**src/rtl/fifo_pkg.sv**
```systemverilog
// Shared definitions for the single-clock FIFO family: parameter-check helpers
// and the error-kind enumeration used by the top level and its benches.
package fifo_pkg;

    localparam int MIN_DEPTH = 4;

    typedef enum logic [1:0] {
        ERR_NONE = 2'd0,
        ERR_OVF  = 2'd1,
        ERR_UDF  = 2'd2
    } err_kind_e;

    function automatic int calc_addr_w(input int depth);
        return (depth > 1) ? $clog2(depth) : 1;
    endfunction

    function automatic bit is_pow2(input int value);
        return (value > 0) && ((value & (value - 1)) == 0);
    endfunction

endpackage

```
**src/rtl/fifo_mem.sv**
```systemverilog
// Simple dual-port register array: synchronous write port, asynchronous read port.
module fifo_mem #(
    parameter int DATA_W = 8,
    parameter int DEPTH  = 16,
    parameter int ADDR_W = 4
) (
    input  logic              i_clk,
    input  logic              i_wren,
    input  logic [ADDR_W-1:0] i_waddr,
    input  logic [DATA_W-1:0] i_wdata,
    input  logic [ADDR_W-1:0] i_raddr,
    output logic [DATA_W-1:0] o_rdata
);

    logic [DATA_W-1:0] mem [DEPTH];

    // NOTE: the array has no reset; occupancy is tracked by the pointers, so
    // stale contents are never observable and the array can map onto plain storage.
    always_ff @(posedge i_clk) begin
        if (i_wren) begin
            mem[i_waddr] <= i_wdata;
        end
    end

    assign o_rdata = mem[i_raddr];

endmodule

```
**src/rtl/sync_fifo_param.sv**
```systemverilog
// Parametrised single-clock FIFO with occupancy count, threshold flags and sticky
// error flags. Define SYNC_FIFO_FWFT_EN for first-word-fall-through read mode.
module sync_fifo_param
    import fifo_pkg::*;
#(
    parameter int  DATA_W    = 8,
    parameter int  DEPTH     = 16,
    parameter int  AF_THRESH = DEPTH - 2,
    parameter int  AE_THRESH = 2,
    localparam int ADDR_W    = calc_addr_w(DEPTH)
) (
    input  logic              i_clk,
    input  logic              i_rst,
    input  logic [DATA_W-1:0] i_data,
    input  logic              i_wren,
    input  logic              i_rden,
    input  logic              i_clr_err,
    output logic [DATA_W-1:0] o_data,
    output logic              o_rd_valid,
    output logic              o_full,
    output logic              o_empty,
    output logic              o_almost_full,
    output logic              o_almost_empty,
    output logic [ADDR_W:0]   o_count,
    output logic              o_overflow,
    output logic              o_underflow
);

    generate
        if (DATA_W < 1) begin : g_bad_width
            $error("sync_fifo_param: DATA_W must be at least 1");
        end
        if (!is_pow2(DEPTH) || DEPTH < MIN_DEPTH) begin : g_bad_depth
            $error("sync_fifo_param: DEPTH must be a power of two and at least 4");
        end
        if (AF_THRESH > DEPTH) begin : g_bad_af
            $error("sync_fifo_param: AF_THRESH must not exceed DEPTH");
        end
        if (AE_THRESH >= AF_THRESH) begin : g_bad_ae
            $error("sync_fifo_param: AE_THRESH must be below AF_THRESH");
        end
    endgenerate

    localparam logic [ADDR_W:0] PTR_ONE = {{ADDR_W{1'b0}}, 1'b1};
    localparam logic [ADDR_W:0] AF_LVL  = AF_THRESH[ADDR_W:0];
    localparam logic [ADDR_W:0] AE_LVL  = AE_THRESH[ADDR_W:0];

    logic [ADDR_W:0]   wr_ptr, rd_ptr, wr_ptr_nxt, rd_ptr_nxt;
    logic [ADDR_W:0]   count_q, count_nxt;
    logic              full_q, empty_q, afull_q, aempty_q;
    logic              full_nxt, empty_nxt, afull_nxt, aempty_nxt;
    logic              ovf_q, udf_q, ovf_nxt, udf_nxt;
    logic              wr_ok, rd_ok;
    logic [DATA_W-1:0] mem_rdata;

    // Accepts depend only on registered flags, so there is no pass-through path.
    assign wr_ok = i_wren && !full_q;
    assign rd_ok = i_rden && !empty_q;

    fifo_mem #(
        .DATA_W (DATA_W),
        .DEPTH  (DEPTH),
        .ADDR_W (ADDR_W)
    ) u_mem (
        .i_clk   (i_clk),
        .i_wren  (wr_ok),
        .i_waddr (wr_ptr[ADDR_W-1:0]),
        .i_wdata (i_data),
        .i_raddr (rd_ptr[ADDR_W-1:0]),
        .o_rdata (mem_rdata)
    );

    // NOTE: every signal gets a default at the top of the block so no path
    // leaves one unassigned, which would otherwise infer a latch.
    always_comb begin
        wr_ptr_nxt = wr_ptr;
        rd_ptr_nxt = rd_ptr;
        count_nxt  = count_q;

        if (wr_ok) wr_ptr_nxt = wr_ptr + PTR_ONE;
        if (rd_ok) rd_ptr_nxt = rd_ptr + PTR_ONE;

        case ({wr_ok, rd_ok})
            2'b10:   count_nxt = count_q + PTR_ONE;
            2'b01:   count_nxt = count_q - PTR_ONE;
            default: count_nxt = count_q;
        endcase

        full_nxt   = (wr_ptr_nxt[ADDR_W] != rd_ptr_nxt[ADDR_W]) &&
                     (wr_ptr_nxt[ADDR_W-1:0] == rd_ptr_nxt[ADDR_W-1:0]);
        empty_nxt  = (wr_ptr_nxt == rd_ptr_nxt);
        afull_nxt  = (count_nxt >= AF_LVL);
        aempty_nxt = (count_nxt <= AE_LVL);
    end

    // Sticky errors: a set in the same cycle as a clear takes priority.
    always_comb begin
        ovf_nxt = ovf_q;
        udf_nxt = udf_q;

        if (i_wren && full_q) begin
            ovf_nxt = 1'b1;
        end else if (i_clr_err) begin
            ovf_nxt = 1'b0;
        end

        if (i_rden && empty_q) begin
            udf_nxt = 1'b1;
        end else if (i_clr_err) begin
            udf_nxt = 1'b0;
        end
    end

    // NOTE: sequential state uses non-blocking assignments so every register
    // samples the pre-edge values regardless of statement order.
    always_ff @(posedge i_clk) begin
        if (i_rst) begin
            wr_ptr   <= '0;
            rd_ptr   <= '0;
            count_q  <= '0;
            full_q   <= 1'b0;
            empty_q  <= 1'b1;
            afull_q  <= 1'b0;
            aempty_q <= 1'b1;
            ovf_q    <= 1'b0;
            udf_q    <= 1'b0;
        end else begin
            wr_ptr   <= wr_ptr_nxt;
            rd_ptr   <= rd_ptr_nxt;
            count_q  <= count_nxt;
            full_q   <= full_nxt;
            empty_q  <= empty_nxt;
            afull_q  <= afull_nxt;
            aempty_q <= aempty_nxt;
            ovf_q    <= ovf_nxt;
            udf_q    <= udf_nxt;
        end
    end

`ifdef SYNC_FIFO_FWFT_EN
    // Head entry is presented directly; masked while empty so reset shows zero.
    assign o_data     = empty_q ? '0 : mem_rdata;
    assign o_rd_valid = !empty_q;
`else
    logic [DATA_W-1:0] rdata_q;
    logic              rd_valid_q;

    always_ff @(posedge i_clk) begin
        if (i_rst) begin
            rdata_q    <= '0;
            rd_valid_q <= 1'b0;
        end else begin
            rd_valid_q <= rd_ok;
            if (rd_ok) begin
                rdata_q <= mem_rdata;
            end
        end
    end

    assign o_data     = rdata_q;
    assign o_rd_valid = rd_valid_q;
`endif

    assign o_full         = full_q;
    assign o_empty        = empty_q;
    assign o_almost_full  = afull_q;
    assign o_almost_empty = aempty_q;
    assign o_count        = count_q;
    assign o_overflow     = ovf_q;
    assign o_underflow    = udf_q;

endmodule

```
**config.mk**
```make
export PLATFORM = sky130hd
export DESIGN_NAME = sync_fifo_param
export DESIGN_NICKNAME = d
export VERILOG_FILES = /design/src/rtl/fifo_pkg.sv /design/src/rtl/fifo_mem.sv /design/src/rtl/sync_fifo_param.sv
export SDC_FILE = /design/constraint.sdc
export NUM_CORES = 1
export LEC_CHECK = 0
export CORE_ASPECT_RATIO = 0.7
export CORE_UTILIZATION = 55
export CTS_BUF_LIST = sky130_fd_sc_hd__clkbuf_8
export CTS_CLUSTER_SIZE = 12
export DETAILED_ROUTE_END_ITERATION = 6
export HOLD_SLACK_MARGIN = 0.05
export PLACE_DENSITY = 0.71
export SETUP_SLACK_MARGIN = 0.15
export SYNTH_ARGS = -nofsm -noshare
export SYNTH_HDL_FRONTEND = slang
export SYNTH_SLANG_ARGS = --single-unit
export TNS_END_PERCENT = 10
```
**constraint.sdc**
```tcl
create_clock -name i_clk -period 3.53 [get_ports i_clk]
set_input_delay 0.8825 -clock i_clk [delete_from_list [all_inputs] [get_ports i_clk]]
set_output_delay 0.8825 -clock i_clk [all_outputs]
set_load 0.1 [all_outputs]
```
==> metrics.txt <==
# TYPE chip_impl_metric gauge
chip_impl_metric{name="fp.dieArea",unit="sq mm"} 0.0121
chip_impl_metric{name="max_clock_freq",unit="MHz"} 357
chip_impl_metric{name="critPathArrivalTime",unit="ps"} 3130
chip_impl_info{name="endpoint_kind",value="flop"} 1
chip_impl_metric{name="cpPeakStageDelay",unit="ps"} 490
chip_impl_metric{name="cts.sink_count",unit=""} 158
chip_impl_metric{name="buffer_ports.inserted",unit=""} 32
chip_impl_info{name="critical-path-top-delay-family",value="compound AO/OA/AOI/OAI gates"} 1
chip_impl_metric{name="final_critical_path_setup_slack",unit="ps"} 730
chip_impl_metric{name="ctsHoldBuffers",unit=""} 0
chip_impl_metric{name="synth_mux_area_frac",unit=""} 0.129
chip_impl_metric{name="floorplan.initialDensity",unit=""} 0.574
chip_impl_metric{name="yosys_warnings",unit=""} 0
chip_impl_metric{name="drtIter0Drc",unit=""} 297
chip_impl_metric{name="layout-drive-gt1-share",unit=""} 0.210
chip_impl_metric{name="vdd_ir_drop_max",unit="V"} 0.000429
chip_impl_metric{name="count_of_flip_flops_with_a_built_in_enable_after_synthesis",unit=""} 128
chip_impl_metric{name="hold_violations",unit=""} 0
chip_impl_metric{name="yosys.area_share.adder",unit=""} 0.0136
chip_impl_metric{name="synth_top_area_frac",unit=""} 0.597
chip_impl_info{name="hold_path.class",value="reg -> reg"} 1
chip_impl_info{name="timing.critical_path.cells",value="clkdlybuf4s50_1 -> and2b_4 -> inv_4 -> nand2_1 -> xnor2_1 -> ha_1 -> a21oi_1 -> a21boi_1 -> nor3_1 -> xnor2_1 -> o32ai_1"} 1
chip_impl_metric{name="floorplan.die.width",unit="um"} 131
chip_impl_metric{name="drt_first_pass_iters",unit=""} 4
chip_impl_metric{name="grt_antenna_before_repair",unit=""} 0
chip_impl_metric{name="drv.max_cap_violation_count",unit=""} 0
chip_impl_metric{name="setup_viol_count_final",unit=""} 0
chip_impl_metric{name="power_frac_clock",unit=""} 0.314
chip_impl_metric{name="detail_route.wirelength",unit="um"} 12900
chip_impl_metric{name="via_density_per_instance",unit=""} 5.81
chip_impl_metric{name="coreArea",unit="sq mm"} 0.0112
chip_impl_metric{name="worst-slew-pin-transition",unit="ps"} 739
chip_impl_metric{name="die_h",unit="um"} 92.5
chip_impl_info{name="path_common_cell",value="sky130_fd_sc_hd__xnor2_1"} 1
chip_impl_metric{name="ys_types",unit=""} 50
chip_impl_metric{name="post-route-period-util",unit=""} 0.793
chip_impl_metric{name="synthSimpleGateAreaFrac",unit=""} 0.0620
chip_impl_metric{name="globalRoute.totalOverflow",unit=""} 0
chip_impl_metric{name="grt_util_all_layers",unit=""} 0.231
chip_impl_info{name="dominantRegCellSynth",value="sky130_fd_sc_hd__edfxtp_1"} 1
chip_impl_metric{name="clock_skew",unit="ps"} 22.7
chip_impl_metric{name="ys_seq_area_frac",unit=""} 0.691
chip_impl_metric{name="areaGrowthSynthToFinish",unit="%"} 11.8
chip_impl_metric{name="h_tree_depth",unit=""} 4
chip_impl_metric{name="remaining_design_rule_violation_count",unit=""} 0
chip_impl_metric{name="power_density",unit="mW/mm^2"} 553
chip_impl_info{name="cts_tree",value="built"} 1
chip_impl_metric{name="synth-async-reset-ratio",unit=""} 0
chip_impl_metric{name="timing.critical_path.fanout_max",unit=""} 9
chip_impl_info{name="outcome",value="finished clean"} 1
chip_impl_metric{name="syn_area",unit="sq mm"} 0.00644
chip_impl_info{name="clock_tree.root_cell",value="sky130_fd_sc_hd__clkbuf_8"} 1
chip_impl_info{name="synthDominantAreaCellType",value="sky130_fd_sc_hd__edfxtp_1"} 1
chip_impl_metric{name="detailroute.via_count",unit=""} 3321
chip_impl_metric{name="compound_gate_portion_of_the_synthesized_area",unit=""} 0.0572
chip_impl_metric{name="grt_pass1_wl",unit="um"} 19700
chip_impl_metric{name="seq_power_share",unit=""} 0.528
chip_impl_info{name="synth_common_cells",value="sky130_fd_sc_hd__edfxtp_1, sky130_fd_sc_hd__dfxtp_1, sky130_fd_sc_hd__nor2_1, sky130_fd_sc_hd__mux4_2, sky130_fd_sc_hd__a21oi_1"} 1
chip_impl_metric{name="worst-path-buf-inv",unit=""} 2
chip_impl_metric{name="synth_area_per_cell",unit="sq um"} 17.4
chip_impl_metric{name="final_tns_setup",unit="ps"} 0
chip_impl_metric{name="post_cts_resize_count",unit=""} 0
chip_impl_metric{name="slew_viol_final",unit=""} 0
chip_impl_info{name="largest_family_of_logic_cells_by_synthesized_area",value="multiplexers"} 1
chip_impl_metric{name="critPathRequiredTime",unit="ps"} 3860
chip_impl_metric{name="post_cts_buffers",unit=""} 0
chip_impl_metric{name="first_global_vias",unit=""} 3398
chip_impl_metric{name="detailed_place_hpwl",unit="um"} 8440
chip_impl_info{name="yosysMostFrequentCell",value="sky130_fd_sc_hd__edfxtp_1"} 1
chip_impl_metric{name="antenna_cells",unit=""} 0
chip_impl_metric{name="combPwrFrac",unit=""} 0.158
chip_impl_metric{name="final_period_minus_worst_setup_slack",unit="ps"} 2800
chip_impl_metric{name="power.switching_fraction",unit=""} 0.286
chip_impl_metric{name="clk_transition_reported_paths",unit="ps"} 90
chip_impl_metric{name="final_weighted_congestion_of_routability_driven_global_placement",unit=""} 0.778
chip_impl_info{name="post_synth_main_area_contributors",value="sky130_fd_sc_hd__edfxtp_1, sky130_fd_sc_hd__dfxtp_1, sky130_fd_sc_hd__mux4_2"} 1
chip_impl_metric{name="slew-limit-headroom",unit=""} 0.507
chip_impl_metric{name="synthXorXnorAreaFrac",unit=""} 0.0239
chip_impl_info{name="worstSetupPathType",value="in -> reg"} 1
chip_impl_metric{name="antenna_left",unit=""} 0
chip_impl_metric{name="synthCells",unit=""} 369
chip_impl_metric{name="floorplan.rows",unit=""} 32
chip_impl_metric{name="nets",unit=""} 426
chip_impl_metric{name="wl_per_cell",unit="um"} 22.5
chip_impl_metric{name="io_pins",unit=""} 33
chip_impl_metric{name="power.switching",unit="W"} 0.00114
chip_impl_metric{name="cts_inserted_buffers",unit=""} 17
chip_impl_metric{name="grt_max_degree",unit=""} 30
chip_impl_metric{name="syn_nets",unit=""} 389
chip_impl_info{name="setup_repair_after_global_routing_missed_its_margin",value="false"} 1
chip_impl_metric{name="cts.path.max_buffers",unit=""} 2
chip_impl_metric{name="postSynthRegisterBits",unit=""} 158
chip_impl_info{name="crit_path_top_delay_cell",value="sky130_fd_sc_hd__clkdlybuf4s50_1"} 1
chip_impl_metric{name="slack_of_the_worst_reg_to_reg_path",unit="ps"} 1180
chip_impl_metric{name="insertion_delay",unit="ps"} 440
chip_impl_metric{name="internal_power",unit="W"} 0.00284
chip_impl_metric{name="dpl_worst_slack",unit="ps"} 312
chip_impl_metric{name="static-leakage-power",unit="nW"} 2.40
chip_impl_info{name="critical_path_source_type",value="input pin"} 1
power by group through the flow:
stage,Clock [W],Sequential (W),Combinational (W)
after floorplan,0,0.00232,0.000303
after CTS,0.00127,0.00210,0.000632
after detailed placement,0,0.00214,0.000630
after global placement,0,0.00214,0.000620
after global routing,0.00134,0.00211,0.000667
final,0.00125,0.00210,0.000629
cells by family after synthesis:
| kind of cell | Yosys count |
|---|---|
| fa+ha+maj | 7 |
| xor+xnor | 16 |
| flops | 158 |
| buf+inv | 26 |
| compound gates | 51 |
| mux | 37 |
| simple gates | 74 |
path summary, 6_finish.rpt:
check	start	endpoint	cells past startpoint
worst max-delay path	i_wren	o_almost_full$_SDFF_PP0_	11
worst min-delay path	o_data[5]$_SDFFE_PP0N_	o_data[5]$_SDFFE_PP0N_	2
worst min register to register	o_data[5]$_SDFFE_PP0N_	o_data[5]$_SDFFE_PP0N_	2
worst max register to register	o_full$_SDFF_PP0_	o_almost_full$_SDFF_PP0_	10
cells in the final DEF, fill, tap and decap left out, drive strengths merged, types with 3 or more instances in the layout:
cell	n
mux4	32
edfxtp	128
ha	7
clkbuf	17
and2	18
clkdlybuf4s50	12
clkinv	6
buf	25
nor3	6
xor2	7
a21oi	19
a22oi	18
nor2	27
nand3b	3
dfxtp	30
nand3	4
mux2i	5
nand2	5
nor3b	3
xnor2	8
inv	13
layer usage:
| metal | vias to the layer above | track usage | routed length (um) | share of wire |
|---|---|---|---|---|
| met5 | - | 0 | 0 | 0 |
| met4 | 0 | 0.0669 | 91 | 0.0071 |
| met3 | 7 | 0.0487 | 1180 | 0.091 |
| met2 | 97 | 0.342 | 5900 | 0.46 |
| met1 | 1691 | 0.348 | 5710 | 0.44 |
| li1 | 1526 | - | - | - |
layout make-up:
type	instances	area, sq um
inverters	7	28.8
fillers	800	4020
flip-flops and latches	158	4450
multi-input cells	185	1840
clock inverters	15	138
repair buffers	37	320
clock buffers	17	234
well taps	153	191
state kept, by name, summed over array words and instances (netlist names), 5 cells and up:
| name | count |
|---|---|
| o_data | 8 |
| wr_ptr | 5 |
| rd_ptr | 5 |
| u_mem.mem | 128 |
| o_count | 5 |
worst min-delay path: stages (launching register included):
cell and delay [ps]:
sky130_fd_sc_hd__dfxtp_1 340, sky130_fd_sc_hd__a21oi_1 60, sky130_fd_sc_hd__nor2_1 70
through the flow:
step | instance area [sq um] | cells | total power, W | util | hold slack, ps
2_1_floorplan | 6440 | 369 | 0.00262 | - | 485
3_3_place_gp | 6820 | 540 | 0.00276 | 0.609 | 467
3_5_place_dp | 6820 | 540 | 0.00277 | 0.609 | 485
4_1_cts | 7190 | 572 | 0.00400 | 0.642 | 505
5_1_grt | 7190 | 572 | 0.00412 | 0.642 | 551
6_report | 7190 | 572 | 0.00398 | 0.642 | 501
Power figures use the tool's default switching activity.
